===== config.mk =====
export PLATFORM = sky130hd
export DESIGN_NAME = pwm_meas_flat
export DESIGN_NICKNAME = d
export VERILOG_FILES = /design/src/rtl/pwm_meas_if.sv /design/src/rtl/pwm_meas.sv /design/src/flat_wrapper.sv
export SDC_FILE = /design/constraint.sdc
export NUM_CORES = 1
export LEC_CHECK = 0
export BUFFER_PORTS_ARGS = -buffer_cell sky130_fd_sc_hd__buf_2
export CAP_MARGIN = 20
export CELL_PAD_IN_SITES_DETAIL_PLACEMENT = 0
export CELL_PAD_IN_SITES_GLOBAL_PLACEMENT = 1
export CORE_MARGIN = 4
export CORE_UTILIZATION = 50
export DETAILED_ROUTE_END_ITERATION = 12
export PLACE_DENSITY_LB_ADDON = 0.1
export SKIP_CTS_REPAIR_TIMING = 1
export SYNTH_ARGS = -nofsm -noshare
export SYNTH_HDL_FRONTEND = slang
export SYNTH_SLANG_ARGS = --single-unit
export TNS_END_PERCENT = 1

===== constraint.sdc =====
create_clock -name clk -period 6 [get_ports clk]
set_input_delay 0 -clock clk [delete_from_list [all_inputs] [get_ports clk]]
set_output_delay 0 -clock clk [all_outputs]
set_load 0.05 [all_outputs]

===== src/rtl/pwm_meas_if.sv =====
// rtl/pwm_meas_if.sv - enable, PWM input and measurement results of pwm_meas
interface pwm_meas_if #(
  parameter int CNT_W = 16
);
  logic             en;
  logic             pwm_in;
  logic [CNT_W-1:0] period;
  logic [CNT_W-1:0] h_time;
  logic             meas_valid;
  logic             timeout;
  logic             stuck_lvl;

  modport master (
    output en, pwm_in,
    input  period, h_time, meas_valid, timeout, stuck_lvl
  );

  modport slave (
    input  en, pwm_in,
    output period, h_time, meas_valid, timeout, stuck_lvl
  );
endinterface


===== src/rtl/pwm_meas.sv =====
// rtl/pwm_meas.sv - PWM period / high-time meter with no-edge timeout
module pwm_meas #(
  parameter int CNT_W   = 16,
  parameter int TIMEOUT = 1000
) (
  input  logic      clk,
  input  logic      reset,
  pwm_meas_if.slave bus
);
  typedef enum logic [1:0] {IDLE, WAIT_RISE, HIGH, LOW} state_t;

  localparam logic [CNT_W-1:0] CNT_MAX = {CNT_W{1'b1}};
  localparam logic [CNT_W-1:0] CNT_ONE = CNT_W'(1);
  localparam logic [CNT_W-1:0] TMO     = CNT_W'(TIMEOUT);

  logic             sync_a, sync_b, sync_d;
  logic             rise, fall;
  state_t           state, state_nxt;
  logic [CNT_W-1:0] cnt, cnt_nxt;
  logic [CNT_W-1:0] tmr, tmr_nxt;
  logic [CNT_W-1:0] h_lat, h_lat_nxt;
  logic [CNT_W-1:0] period_q, period_nxt;
  logic [CNT_W-1:0] h_time_q, h_time_nxt;
  logic             valid_q, valid_nxt;
  logic             timeout_q, timeout_nxt;
  logic             stuck_q, stuck_nxt;
  logic [CNT_W-1:0] cnt_inc, tmr_inc;
  logic             tmr_hit, to_evt;

  // Two-flop synchronizer, delay flop, then a registered edge strobe.
  // sync_d is the level that matches the strobe the FSM is looking at.
  always_ff @(posedge clk or posedge reset) begin
    if (reset) begin
      sync_a <= 1'b0;
      sync_b <= 1'b0;
      sync_d <= 1'b0;
      rise   <= 1'b0;
      fall   <= 1'b0;
    end else begin
      sync_a <= bus.pwm_in;
      sync_b <= sync_a;
      sync_d <= sync_b;
      rise   <= sync_b & ~sync_d;
      fall   <= ~sync_b & sync_d;
    end
  end

  always_ff @(posedge clk or posedge reset) begin
    if (reset) begin
      state     <= IDLE;
      cnt       <= '0;
      tmr       <= '0;
      h_lat     <= '0;
      period_q  <= '0;
      h_time_q  <= '0;
      valid_q   <= 1'b0;
      timeout_q <= 1'b0;
      stuck_q   <= 1'b0;
    end else begin
      state     <= state_nxt;
      cnt       <= cnt_nxt;
      tmr       <= tmr_nxt;
      h_lat     <= h_lat_nxt;
      period_q  <= period_nxt;
      h_time_q  <= h_time_nxt;
      valid_q   <= valid_nxt;
      timeout_q <= timeout_nxt;
      stuck_q   <= stuck_nxt;
    end
  end

  always_comb begin
    state_nxt   = state;
    cnt_nxt     = cnt;
    tmr_nxt     = tmr;
    h_lat_nxt   = h_lat;
    period_nxt  = period_q;
    h_time_nxt  = h_time_q;
    valid_nxt   = 1'b0;
    timeout_nxt = timeout_q;
    stuck_nxt   = stuck_q;
    to_evt      = 1'b0;
    cnt_inc     = (cnt == CNT_MAX) ? cnt : cnt + CNT_ONE;
    tmr_inc     = tmr + CNT_ONE;
    tmr_hit     = (tmr_inc == TMO);

    if (!bus.en) begin
      state_nxt   = IDLE;
      cnt_nxt     = '0;
      tmr_nxt     = '0;
      timeout_nxt = 1'b0;
    end else begin
      case (state)
        IDLE: begin
          state_nxt = WAIT_RISE;
          cnt_nxt   = '0;
          tmr_nxt   = '0;
        end
        WAIT_RISE: begin
          if (rise) begin
            state_nxt = HIGH;
            cnt_nxt   = CNT_ONE;
            tmr_nxt   = '0;
          end else if (tmr_hit) begin
            to_evt = 1'b1;
          end else begin
            tmr_nxt = tmr_inc;
          end
        end
        HIGH: begin
          if (fall) begin
            state_nxt = LOW;
            h_lat_nxt = cnt;
            cnt_nxt   = cnt_inc;
            tmr_nxt   = '0;
          end else if (tmr_hit) begin
            to_evt = 1'b1;
          end else begin
            cnt_nxt = cnt_inc;
            tmr_nxt = tmr_inc;
          end
        end
        LOW: begin
          if (rise) begin
            state_nxt   = HIGH;
            period_nxt  = cnt;
            h_time_nxt  = h_lat;
            valid_nxt   = 1'b1;
            timeout_nxt = 1'b0;
            cnt_nxt     = CNT_ONE;
            tmr_nxt     = '0;
          end else if (tmr_hit) begin
            to_evt = 1'b1;
          end else begin
            cnt_nxt = cnt_inc;
            tmr_nxt = tmr_inc;
          end
        end
        default: state_nxt = IDLE;
      endcase

      // Only the first timeout after a good period is reported; later ones
      // just track the stuck level until a full period clears the flag.
      if (to_evt) begin
        if (!timeout_q) begin
          valid_nxt  = 1'b1;
          period_nxt = '0;
          h_time_nxt = sync_d ? CNT_MAX : '0;
        end
        timeout_nxt = 1'b1;
        stuck_nxt   = sync_d;
        state_nxt   = WAIT_RISE;
        cnt_nxt     = '0;
        tmr_nxt     = '0;
      end
    end
  end

  assign bus.period     = period_q;
  assign bus.h_time     = h_time_q;
  assign bus.meas_valid = valid_q;
  assign bus.timeout    = timeout_q;
  assign bus.stuck_lvl  = stuck_q;
endmodule


===== src/flat_wrapper.sv =====
// flat-port wrapper written by rule: the top's interface ports become plain ports
module pwm_meas_flat 
#(
  parameter int CNT_W   = 16,
  parameter int TIMEOUT = 1000
)
  (clk, reset, bus_en, bus_pwm_in, bus_period, bus_h_time, bus_meas_valid, bus_timeout, bus_stuck_lvl);
  pwm_meas_if #(.CNT_W(CNT_W)) bus_i ();
  input  logic clk;
  input  logic reset;
  input wire logic [$bits(bus_i.en)-1:0] bus_en;
  input wire logic [$bits(bus_i.pwm_in)-1:0] bus_pwm_in;
  output wire logic [$bits(bus_i.period)-1:0] bus_period;
  output wire logic [$bits(bus_i.h_time)-1:0] bus_h_time;
  output wire logic [$bits(bus_i.meas_valid)-1:0] bus_meas_valid;
  output wire logic [$bits(bus_i.timeout)-1:0] bus_timeout;
  output wire logic [$bits(bus_i.stuck_lvl)-1:0] bus_stuck_lvl;
  assign bus_i.en = bus_en;
  assign bus_i.pwm_in = bus_pwm_in;
  assign bus_period = bus_i.period;
  assign bus_h_time = bus_i.h_time;
  assign bus_meas_valid = bus_i.meas_valid;
  assign bus_timeout = bus_i.timeout;
  assign bus_stuck_lvl = bus_i.stuck_lvl;
  pwm_meas #(.CNT_W(CNT_W), .TIMEOUT(TIMEOUT)) u_core (.clk(clk), .reset(reset), .bus(bus_i));
endmodule

After elaboration in Yosys (flattened, before gate mapping)
Index checks and enable logic that the tools add are counted.
{"block": "totals", "in_bits": 4, "reg_bits": 90, "wordCells": 78}
{"block": "classes", "n_reduce_logical": 6, "bitwise_logic": 4, "muxes": 42, "n_addsub": 2, "n_eq_ne": 10}
{"op": "2-to-1 mux 16 bit", "count": 21}
{"op": "case mux 16 bit (4 select lines)", "count": 1}
{"op": "case mux 16 bit (3 select lines)", "count": 1}
{"op": "adder 16 x 1 -> 16 bit (second input constant)", "count": 2}
{"op": "== test 16 x 10 -> 1 bit (second input constant)", "count": 1}
{"op": "== test 16 bit (second input constant)", "count": 1}
{"op": "2-to-1 mux 1 bit", "count": 13}
{"op": "!= test 4 x 2 -> 1 bit (second input constant)", "count": 3}
{"op": "2-to-1 mux 2 bit", "count": 4}
{"op": "!= test 3 x 1 -> 1 bit (second input constant)", "count": 2}
{"op": "case mux 2 bit (3 select lines)", "count": 1}
{"op": "AND reduction 2 bit", "count": 3}
{"op": "== test 2 bit (second input constant)", "count": 2}
{"op": "AND reduction 3 bit", "count": 1}
{"op": "bitwise AND 1 bit", "count": 2}
{"op": "== test 2 x 1 -> 1 bit (second input constant)", "count": 1}
{"op": "logical NOT 2 bit", "count": 1}
{"op": "NOT 1 bit", "count": 2}
{"op": "case mux 1 bit (2 select lines)", "count": 1}
{"op": "OR reduction 2 bit", "count": 1}

Depth between registers and ports, before layout
{"block": "depth", "depth_word": 8, "mapped_depth": 10, "depth_no_buf": 9}

Worst setup path after synthesis
No wires, ideal clock.
{"block": "synth_path", "path_type": "register to register", "startpoint": "reg u_core.tmr[0]", "endpoint": "reg u_core.cnt[12]", "setup_time_ns": 0.121, "synth_period_minus_slack_ns": 2.603, "path_stages_with_launch": 11, "slack_ns": 3.397, "t_arrival_ns": 2.482, "cell_sequence": "dfrtp_1 -> ha_1 -> or3b_1 -> o32a_1 -> o22ai_1 -> nand4_2 -> buf_6 -> o21ai_4 -> a21oi_1 -> and4bb_1 -> o22a_1"}
{"block": "synth_between", "elab_chain_len": 8}
{"element": "start: declaration", "line_no": "pwm_meas.sv:20", "rtl": "logic [CNT_W-1:0] tmr, tmr_nxt;"}
{"element": "start signal: assignment", "line_no": "pwm_meas.sv:62", "rtl": "tmr <= tmr_nxt;"}
{"element": "adder 16 x 1 -> 16 bit *", "line_no": "pwm_meas.sv:84", "rtl": "tmr_inc = tmr + CNT_ONE;"}
{"element": "== test 16 x 10 -> 1 bit *", "line_no": "pwm_meas.sv:85", "rtl": "tmr_hit = (tmr_inc == TMO);"}
{"element": "2-to-1 mux 1 bit", "line_no": "pwm_meas.sv:104, pwm_meas.sv:116, pwm_meas.sv:132"}
{"element": "2-to-1 mux 1 bit, on equally long branches", "line_no": "pwm_meas.sv:100, pwm_meas.sv:111"}
{"element": "case mux 1 bit (2 select lines)", "line_no": "pwm_meas.sv:93", "rtl": "case (state)"}
{"element": "2-to-1 mux 1 bit", "line_no": "pwm_meas.sv:87", "rtl": "if (!bus.en) begin"}
{"element": "2-to-1 mux 16 bit", "line_no": "pwm_meas.sv:144", "rtl": "if (to_evt) begin"}
{"element": "2-to-1 mux 16 bit", "line_no": "pwm_meas.sv:87"}
{"element": "end signal: assignment", "line_no": "pwm_meas.sv:61", "rtl": "cnt <= cnt_nxt;"}
{"element": "end: declaration", "line_no": "pwm_meas.sv:19", "rtl": "logic [CNT_W-1:0] cnt, cnt_nxt;"}
Every way passes the cells marked *; elsewhere a longest branch is shown, timed or not. The select of a mux whose other input is x is not followed.
A chain may end at the register's enable or synchronous reset.

Worst setup path after layout
{"block": "layout_path", "startpoint": "reg u_core.tmr[0]", "endpoint": "reg u_core.cnt[6]"}
Same word-level chain as after synthesis.

==> results.toml <==
[clock_network]
root_buffer = "clkbuf_8"
cts_tree = "yes"
cts_buffers = 9
htreeDepth = 3
clock_path_buffers = 2
clock_sinks = 90
path_clk_slew_ps = 100
clock_latency_ps = 360

[sta]
fin_skew_ps = 13.5
fmax_ghz = 0.308
fin_crit_ps = 3240
post-route-period-util = 0.540
setup_viol = 0
rsz0062_at_grt = "no"
slew_viol_final = 0
relSlewSlack = 0.458
hold_violations = 0
setup_tns_ps = 0
tightest_slew_ps = 810

[place]
dpl_cell_area_um2 = 4650
port_buffers = 38
placed_cells = 553
gp_congestion = 0.851
dp.final_hpwl_mm = 6.85

[setup_path]
cp.arrival_ps = 3490
crit_slowest_cell = "a21oi_1"
cp_data_required_time_ps = 6250
crit_fanout = 12
path_class = "reg2reg"
end_kind = "flop"
max_stage_delay_ps = 510
crit_chain = "ha_1 > or3b_1 > o32a_1 > o22ai_1 > nand4_2 > a21oi_1 > nor3_1 > a41oi_1 > nor2_1"
start_kind = "flop"

[drt]
drt_iter0_drc = 226
drc = 0
first_pass_iters = 4
viasPerCell = 5.89
num_vias = 3367
wl_per_cell_um = 17.5
ant_nets = 0
wirelength_mm = 10.0

[logic_synthesis]
synth_top_area_frac = 0.513
ys_ff_latch = 90
ys_async_sr_fraction = 1.00
netlist_area_um2 = 4390
ys_top_cells_by_area = "dfrtp_1 51%, a22o_1 6.6%, nand2_1 5.0%"
syn_area_per_cell_um2 = 10.3
ys.warnings.count = 0
yosysSeqAreaShare = 0.513
synth_edf_count = 0
yosys.area.top_type = "dfrtp_1"
yosysUniqueCellTypes = 63
synth_ff_type = "dfrtp_1"
netlist_top_cells_count = "90 x dfrtp_1, 59 x nand2_1, 39 x nor2_1"
yosysMostFrequentCell = "dfrtp_1"
synth_nets = 433
synthCells = 427

[run_status]
status = "finished clean"

[layout]
final_nets = 468
area_growth_pct = 12.0
final_area_um2 = 4920
diodes = 0
finalNonFillerCells = 572
num-fill-cells = 724
drive_above_1_share = 0.199

[pwr]
powerDensity_nw_per_um2 = 232
cellLeakagePower_uw = 0.00240
ir_drop_mv = 0.153

[floorplan]
die_x_um = 102
ioPinCount = 39
coreArea_um2 = 8380
fp.dieArea_um2 = 10300
initial_core_util = 0.524
fp-row-count = 33
fp.dieH_um = 102

[grt]
grt_use_total = 0.205
grt_pass1_vias = 3096
grt_pass1_wl_mm = 16.6
antenna_found_initial = 0
grt_max_degree = 91
overflow = 0

[min_path]
hold_path_class = "in2reg"

[run]
cap_viol_max_count = 0
## kinds of logic (layout without fill, tap and decap cells)
kind of cell | Yosys count | count (layout) | share of synthesized area
compound gates | 108 | 108 | 0.189
xor+xnor | 13 | 13 | 0.0259
fa+ha+maj | 2 | 2 | 0.00570
buf+inv | 31 | 71 | 0.0302
flops | 90 | 90 | 0.513
mux | 16 | 16 | 0.0410
simple gates | 167 | 167 | 0.195
## cells in the final DEF (no fill, tap or decap), types with 3 or more instances in the layout
cell	synthesis	routed
o21a_1	3	3
mux2_2	16	16
nand4_2	3	3
nand2_1	59	59
dfrtp_1	90	90
and4_1	3	3
and2_1	4	4
nor2b_1	7	7
clkbuf_8	0	9
nor3_1	7	7
nand3_1	12	12
xnor2_1	9	9
a21oi_1	15	15
inv_1	11	10
buf_2	6	38
o31ai_1	5	5
nand4_1	7	7
a21o_1	6	6
buf_4	0	3
a31oi_1	7	7
and3_1	5	5
o21ai_0	14	14
a41oi_1	4	4
nor2_1	39	39
o21ai_1	4	4
a22o_1	33	33
xor2_1	4	4
## final cells by class
class / count / area [um2] / share of cell area
sequential: 90 / 2250 / 0.458
inverter: 11 / 42.5 / 0.00865
tap: 105 / 131 / 0.0267
multi-input combinational: 306 / 2010 / 0.408
clock buffer: 9 / 124 / 0.0252
clock inverter: 7 / 100 / 0.0204
timing repair buffer: 44 / 260 / 0.0529
## registers in the layout, indices dropped and copies added (netlist names)
| name | flops |
|---|---|
| u_core.fall | 1 |
| u_core.bus.period | 16 |
| u_core.bus.meas_valid | 1 |
| u_core.sync_d | 1 |
| u_core.rise | 1 |
| u_core.bus.h_time | 16 |
| u_core.state | 2 |
| u_core.cnt | 16 |
| u_core.h_lat | 16 |
| u_core.sync_b | 1 |
| u_core.bus.stuck_lvl | 1 |
| u_core.bus.timeout | 1 |
| u_core.tmr | 16 |
| u_core.sync_a | 1 |
## metal layers
| layer | GRT usage | vias to the layer above | share of wire |
|---|---|---|---|
| met1 | 0.342 | 1648 | 0.52 |
| li1 | - | 1621 | - |
| met2 | 0.272 | 86 | 0.42 |
| met3 | 0.0303 | 12 | 0.045 |
| met5 | 0 | - | 0 |
| met4 | 0.0562 | 0 | 0.013 |
## power by group
part           switching (uW)  internal [uW]  leakage (uW)  total [uW]
Sequential               8.53            611       0.00124         620
Combinational            38.4           15.7       0.00104        54.2
Clock                     230            239      0.000114         468
Total                     277            865       0.00240        1140
## through the flow
step / power, uW / hold slack [ps] / utilization / setup WS (ps)
floorplan: 668 / 31.4 / - / 3400
global placement: 682 / 111 / 0.554 / 2890
detailed placement: 683 / 111 / 0.554 / 2820
CTS: 1150 / -263 / 0.581 / 2790
global route: 1180 / 130 / 0.587 / 2480
finish: 1140 / 119 / 0.587 / 2760
## worst paths after layout
path                                from         endpoint  slack [ps]  cells after the start
min reg2reg                u_core.sync_a    u_core.sync_b         360                      0
max reg2reg                u_core.tmr[0]    u_core.cnt[6]        2760                      9
max in group asynchronous          reset    u_core.tmr[4]        5170                      5
min in group asynchronous          reset   u_core.tmr[13]         190                      4
min                               bus_en  u_core.state[0]         120                      3
max                        u_core.tmr[0]    u_core.cnt[6]        2760                      9
## critical path, delay by kind of cell, from the launching register on
kind | cells | cell delay (ps)
flops | 1 | 450
fa+ha+maj | 1 | 280
compound gates | 4 | 1330
simple gates | 4 | 1070
(Power assumes the default switching activity.)
